--- src/rtl/param_sync_fifo.sv ---
// Single-clock first-word-fall-through FIFO with occupancy, almost flags, flush and sticky misuse flags.
// Write-to-visible latency 1 cycle; writes are blocked by wr_full and reads by rd_empty, with misuse recorded in overflow/underflow.
module param_sync_fifo #(
    parameter int W  = 8,
    parameter int D  = 4,
    parameter int AF = D - 1,
    parameter int AE = 1
) (
    input  logic                   clk,
    input  logic                   reset,
    input  logic                   flush,
    input  logic [W-1:0]           wr_data,
    input  logic                   wr_en,
    output logic                   wr_full,
    output logic                   wr_almost_full,
    output logic [W-1:0]           rd_data,
    input  logic                   rd_en,
    output logic                   rd_empty,
    output logic                   rd_almost_empty,
    output logic [$clog2(D):0]     count,
    output logic                   overflow,
    output logic                   underflow
);
    localparam int A = $clog2(D);
    localparam logic [A:0] PTR_ONE = {{A{1'b0}}, 1'b1};
    localparam logic [A:0] AF_V    = (A+1)'(AF);
    localparam logic [A:0] AE_V    = (A+1)'(AE);

    logic [W-1:0] mem_q [D];
    logic [W-1:0] mem_d [D];
    logic [A:0]   wr_ptr_q, wr_ptr_d;
    logic [A:0]   rd_ptr_q, rd_ptr_d;
    logic [A:0]   count_q, count_d;
    logic         full_q, full_d;
    logic         empty_q, empty_d;
    logic         afull_q, afull_d;
    logic         aempty_q, aempty_d;
    logic         overflow_q, overflow_d;
    logic         underflow_q, underflow_d;
    logic         writing, reading;

    assign writing = wr_en & ~full_q;
    assign reading = rd_en & ~empty_q;

    always_comb begin
        mem_d = mem_q;
        // Data offered in a flush or reset cycle is dropped, so storage is left alone.
        if (writing && !flush && !reset) begin
            mem_d[wr_ptr_q[A-1:0]] = wr_data;
        end
    end

    // Flags derive from the next pointers so they line up with the pointer update.
    always_comb begin
        wr_ptr_d = wr_ptr_q;
        rd_ptr_d = rd_ptr_q;
        if (reset || flush) begin
            wr_ptr_d = '0;
            rd_ptr_d = '0;
        end else begin
            if (writing) wr_ptr_d = wr_ptr_q + PTR_ONE;
            if (reading) rd_ptr_d = rd_ptr_q + PTR_ONE;
        end
        count_d  = wr_ptr_d - rd_ptr_d;
        empty_d  = (wr_ptr_d == rd_ptr_d);
        full_d   = (wr_ptr_d[A] != rd_ptr_d[A]) && (wr_ptr_d[A-1:0] == rd_ptr_d[A-1:0]);
        afull_d  = (count_d >= AF_V);
        aempty_d = (count_d <= AE_V);
    end

    always_comb begin
        overflow_d  = overflow_q  | (wr_en & full_q);
        underflow_d = underflow_q | (rd_en & empty_q);
        if (reset) begin
            overflow_d  = 1'b0;
            underflow_d = 1'b0;
        end
    end

    always_ff @(posedge clk) begin
        mem_q <= mem_d;
    end

    always_ff @(posedge clk) begin
        if (reset) begin
            wr_ptr_q    <= '0;
            rd_ptr_q    <= '0;
            count_q     <= '0;
            full_q      <= 1'b0;
            empty_q     <= 1'b1;
            afull_q     <= (AF == 0);
            aempty_q    <= 1'b1;
            overflow_q  <= 1'b0;
            underflow_q <= 1'b0;
        end else begin
            wr_ptr_q    <= wr_ptr_d;
            rd_ptr_q    <= rd_ptr_d;
            count_q     <= count_d;
            full_q      <= full_d;
            empty_q     <= empty_d;
            afull_q     <= afull_d;
            aempty_q    <= aempty_d;
            overflow_q  <= overflow_d;
            underflow_q <= underflow_d;
        end
    end

    assign wr_full         = full_q;
    assign wr_almost_full  = afull_q;
    assign rd_empty        = empty_q;
    assign rd_almost_empty = aempty_q;
    assign count           = count_q;
    assign overflow        = overflow_q;
    assign underflow       = underflow_q;
    assign rd_data         = mem_q[rd_ptr_q[A-1:0]];

`ifndef SYNTHESIS
    always_ff @(posedge clk) begin
        if (!reset) begin
            assert (count_q <= (A+1)'(D)) else $error("count exceeds depth");
            assert (full_q == (count_q == (A+1)'(D))) else $error("full inconsistent with count");
            assert (empty_q == (count_q == '0)) else $error("empty inconsistent with count");
        end
    end
`endif
endmodule
--- config.mk ---
export PLATFORM = sky130hd
export DESIGN_NAME = param_sync_fifo
export DESIGN_NICKNAME = d
export VERILOG_FILES = /design/src/rtl/param_sync_fifo.sv
export SDC_FILE = /design/constraint.sdc
export NUM_CORES = 1
export LEC_CHECK = 0
export CAP_MARGIN = 20
export CELL_PAD_IN_SITES_DETAIL_PLACEMENT = 1
export CELL_PAD_IN_SITES_GLOBAL_PLACEMENT = 2
export CORE_ASPECT_RATIO = 0.8
export CORE_UTILIZATION = 40
export CTS_CLUSTER_DIAMETER = 30
export CTS_CLUSTER_SIZE = 40
export DETAILED_ROUTE_END_ITERATION = 16
export PLACE_DENSITY_LB_ADDON = 0.1
export SETUP_SLACK_MARGIN = 0.15
export SLEW_MARGIN = 20
export SYNTH_ARGS = -nofsm -noshare
export SYNTH_HDL_FRONTEND = slang
export SYNTH_SLANG_ARGS = --single-unit
--- constraint.sdc ---
create_clock -name clk -period 6.2 [get_ports clk]
set_input_delay 1.24 -clock clk [delete_from_list [all_inputs] [get_ports clk]]
set_output_delay 1.24 -clock clk [all_outputs]
set_load 0.02 [all_outputs]
==> qor.csv <==
stage,metric,value,unit
power_and_ir_drop,combinational power share,6.2,%
sta,RSZ-0062 raised after global routing,false,
yosys,largest family of logic cells by synthesized area,multiplexers,
sta,min cycle time layout,3.52,ns
placed_design,GP Congestion,0.759,
cells_and_area,number of diodes,0,
sta,Slew Limit Fails,0,
worst_setup_path,WP data arrival,3.71,ns
floorplan,Initial Util,43.4,%
clocking,CTS tree,built,
sta,Slew @ Worst Pin,0.652,ns
power_and_ir_drop,P_sw,114,uW
sta,final hold vios,0,
sta,fin crit share,56.7,%
worst_setup_path,r2r worst-path depth,6,
worst_setup_path,WP data required,6.40,ns
floorplan,row count,21,
sta,TNS Setup,0,ns
sta,clock skew,0.0113,ns
yosys,Post-Synth Simple-Gate Area,8.45,%
yosys,post-synthesis register bit count,47,
global_routing,pin count of the biggest net entering global routing,15,
yosys,adder-cell area share of the yosys netlist,5.72,%
worst_setup_path,Crit path buffers/inverters,2,
floorplan,DIE HEIGHT,63.3,um
route,post-route antenna net violation count,0,
yosys,post-synthesis xor/xnor area fraction,4.13,%
yosys,mapped cell area,0.00188,mm^2
cells_and_area,Area Growth Syn to Fin,22.9,%
clocking,"Gates resized, CTS repair",0,
route,via density per instance,4.80,
route,1st-iter DRT viols,41,
clocking,total setup buffers inserted after CTS,0,
run,MaxCap Viol Count,0,
power_and_ir_drop,sw frac,20.7,%
clocking,CTS Sinks,47,
worst_setup_path,startpoint types,input port,
worst_setup_path,CP max stage delay,0.60,ns
global_routing,vias in the first global route,1094,
yosys,mux cell area share after synthesis,10.1,%
power_and_ir_drop,PwrDens,237,mW/mm^2
power_and_ir_drop,share of power burned in registers,62.1,%
power_and_ir_drop,Worst VDD drop,0.156,mV
yosys,Synthesis Warnings,0,
clocking,htree depth,2,
cells_and_area,share of layout cells above drive strength 1,13.3,%
worst_setup_path,cell family with most CP delay,simple AND/OR/NAND/NOR gates,
sta,Slew Limit Headroom,56.5,%
global_routing,grt ovf,0,
clocking,Root Buffer,clkbuf_8,
floorplan,CORE AREA,0.00434,mm^2
clocking,Worst-path clk slew,0.09,ns
outcome,status,"finished, final reports clean",
yosys,Mapped Nets,138,
power_and_ir_drop,clock network power share,31.6,%
route,vias,994,
worst_hold_path,worst hold path type,flip-flop to flip-flop,
yosys,Yosys cell types,29,
global_routing,first-pass GRT wire length,5410,um
power_and_ir_drop,Lkg Pwr,0.791,nW
worst_hold_path,worst hold path cell count,2,
clocking,hold buffer count at cts,0,
clocking,"Clk Latency, worst-skew pair",0.29,ns
worst_setup_path,critical path type,input port to flip-flop,
sta,Max Clock Freq,284,MHz
floorplan,die area,0.00498,mm^2
route,final WL,3270,um
yosys,Syn Inst Count,117,
floorplan,top-level I/O count,30,
floorplan,DIE WIDTH,78.7,um
global_routing,antenna violations before repair,0,
route,DRC Markers,0,
worst_setup_path,Setup crit end kind,flip-flop,
sta,final setup violation count,0,
route,WL/cell,15.8,um
worst_setup_path,CP Max Fanout,11,
worst_setup_path,"Max stage delay cell, worst path",clkdlybuf4s50_1,
yosys,Synth Area in Compound Gates,2.66,%
cells_and_area,fin util,53.3,%
power_and_ir_drop,Internal,435,uW
clocking,CTS max path bufs,2,
yosys,Synth Area per Inst,16.1,um^2
global_routing,GRT Total Usage,15.0,%
placed_design,dpl hpwl,2400,um
cells_and_area,Final #Nets,170,
route,DR pass1 iterations,4,
clocking,CTS Buf Count,5,
placed_design,Port-buffer cells,29,
yosys,register area share after synthesis,67.1,%
worst_setup_path,worst-path cell chain,clkdlybuf4s50_1 -> or2_1 -> nor2_1 -> inv_1 -> ha_1 -> fa_1 -> or3_1 -> a31o_1,
worst_setup_path,Crit. path cell count,8,
[worst register-to-register path, stage by stage (launching register included)]
cell	delay (ns)
dfxtp_1	0.74
ha_1	0.35
mux2i_1	0.20
nor2_1	0.11
fa_1	0.48
or3_1	0.37
a31o_1	0.21
[path summary, 6_finish.rpt]
path	start	endpoint	slack [ns]
max	reset	rd_almost_empty	2.68
min	underflow	underflow	0.48
max reg2reg	rd_ptr_q[0]	rd_almost_empty	3.65
min reg2reg	underflow	underflow	0.48
[per-stage QoR]
step                      total power, mW  setup WS (ns)  hold WS (ns)  area [um^2]  std cells
after floorplan                     0.363           2.95         0.532         1880        117
after global placement              0.381           2.53         0.477         2230        199
after detailed placement            0.382           2.36         0.464         2230        199
final                               0.548           2.68         0.484         2310        207
after CTS                           0.554           2.67         0.488         2310        207
after global routing                0.570           2.55         0.530         2310        207
[layer usage]
| metal | vias to the layer above | part of all wire [%] | global-route usage [%] |
|---|---|---|---|
| met4 | 0 | 0.49 | 4.17 |
| met3 | 2 | 3.1 | 4.06 |
| met1 | 487 | 49 | 20.0 |
| li1 | 486 | - | - |
| met5 | - | 0 | 0 |
| met2 | 19 | 48 | 24.2 |
[cells in the mapped netlist]
cell type	number	share of area, %
a21oi_1	3	0.80
a31o_1	1	0.47
and2b_1	1	0.40
and3_1	4	1.3
buf_1	1	0.20
buf_2	1	0.27
clkbuf_1	2	0.40
dfxtp_1	15	16
edfxtp_1	32	51
fa_1	1	1.1
ha_1	7	4.7
inv_1	5	1.0
mux2i_1	1	0.53
mux4_2	8	9.6
nand2_1	2	0.40
nand3b_2	2	1.2
nor2_1	16	3.2
nor2b_1	2	0.67
nor3_1	1	0.27
o21ai_0	1	0.27
o21ai_1	1	0.27
o21bai_1	1	0.40
o311ai_1	1	0.47
or2_1	1	0.33
or3_1	2	0.67
xnor2_1	2	0.93
xnor2_2	1	0.87
xor2_2	1	0.87
xor2_4	1	1.5
[sequential cells by signal (all words and copies together) (netlist names)]
signal	flops
wr_ptr_q	3
underflow	1
wr_almost_full	1
rd_empty	1
rd_almost_empty	1
overflow	1
wr_full	1
count	3
rd_ptr_q	3
mem_q	32
[layout by cell type, fill, tap and decap left out, drive strengths merged]
cell type	instances
o21bai	1
dfxtp	15
nor2	16
inv	5
o21ai	2
clkinv	1
nand3b	2
edfxtp	32
clkinvlp	1
fa	1
a21oi	3
nand2	2
nor3	1
and2b	1
or3	2
o311ai	1
and3	4
mux4	8
nor2b	2
mux2i	1
ha	7
xor2	2
xnor2	3
clkdlybuf4s50	29
a31o	1
clkbuf	6
or2	1
[kinds of logic (layout without fill, tap and decap cells)]
family,after synthesis,after routing
flops,47,47
simple gates,31,31
mux,9,9
buf+inv,9,42
xor+xnor,5,5
compound gates,8,8
fa+ha+maj,8,8
[power by group through the flow]
stage	clock network (mW)	registers (mW)	logic [mW]
CTS	0.178	0.341	0.0347
detailed placement	0	0.348	0.0345
finish	0.173	0.341	0.0343
global route	0.192	0.341	0.0374
floorplan	0	0.349	0.0139
global placement	0	0.348	0.0335
[final cells by class]
| type | count | area [um^2] |
|---|---|---|
| Fill cell | 428 | 2020 |
| Sequential cell | 47 | 1260 |
| Multi-Input combinational cell | 61 | 584 |
| Timing Repair Buffer | 29 | 290 |
| Clock buffer | 6 | 72.6 |
| Tap cell | 57 | 71.3 |
| Inverter | 5 | 18.8 |
| Clock inverter | 2 | 12.5 |
Power figures use the tool's default switching activity.
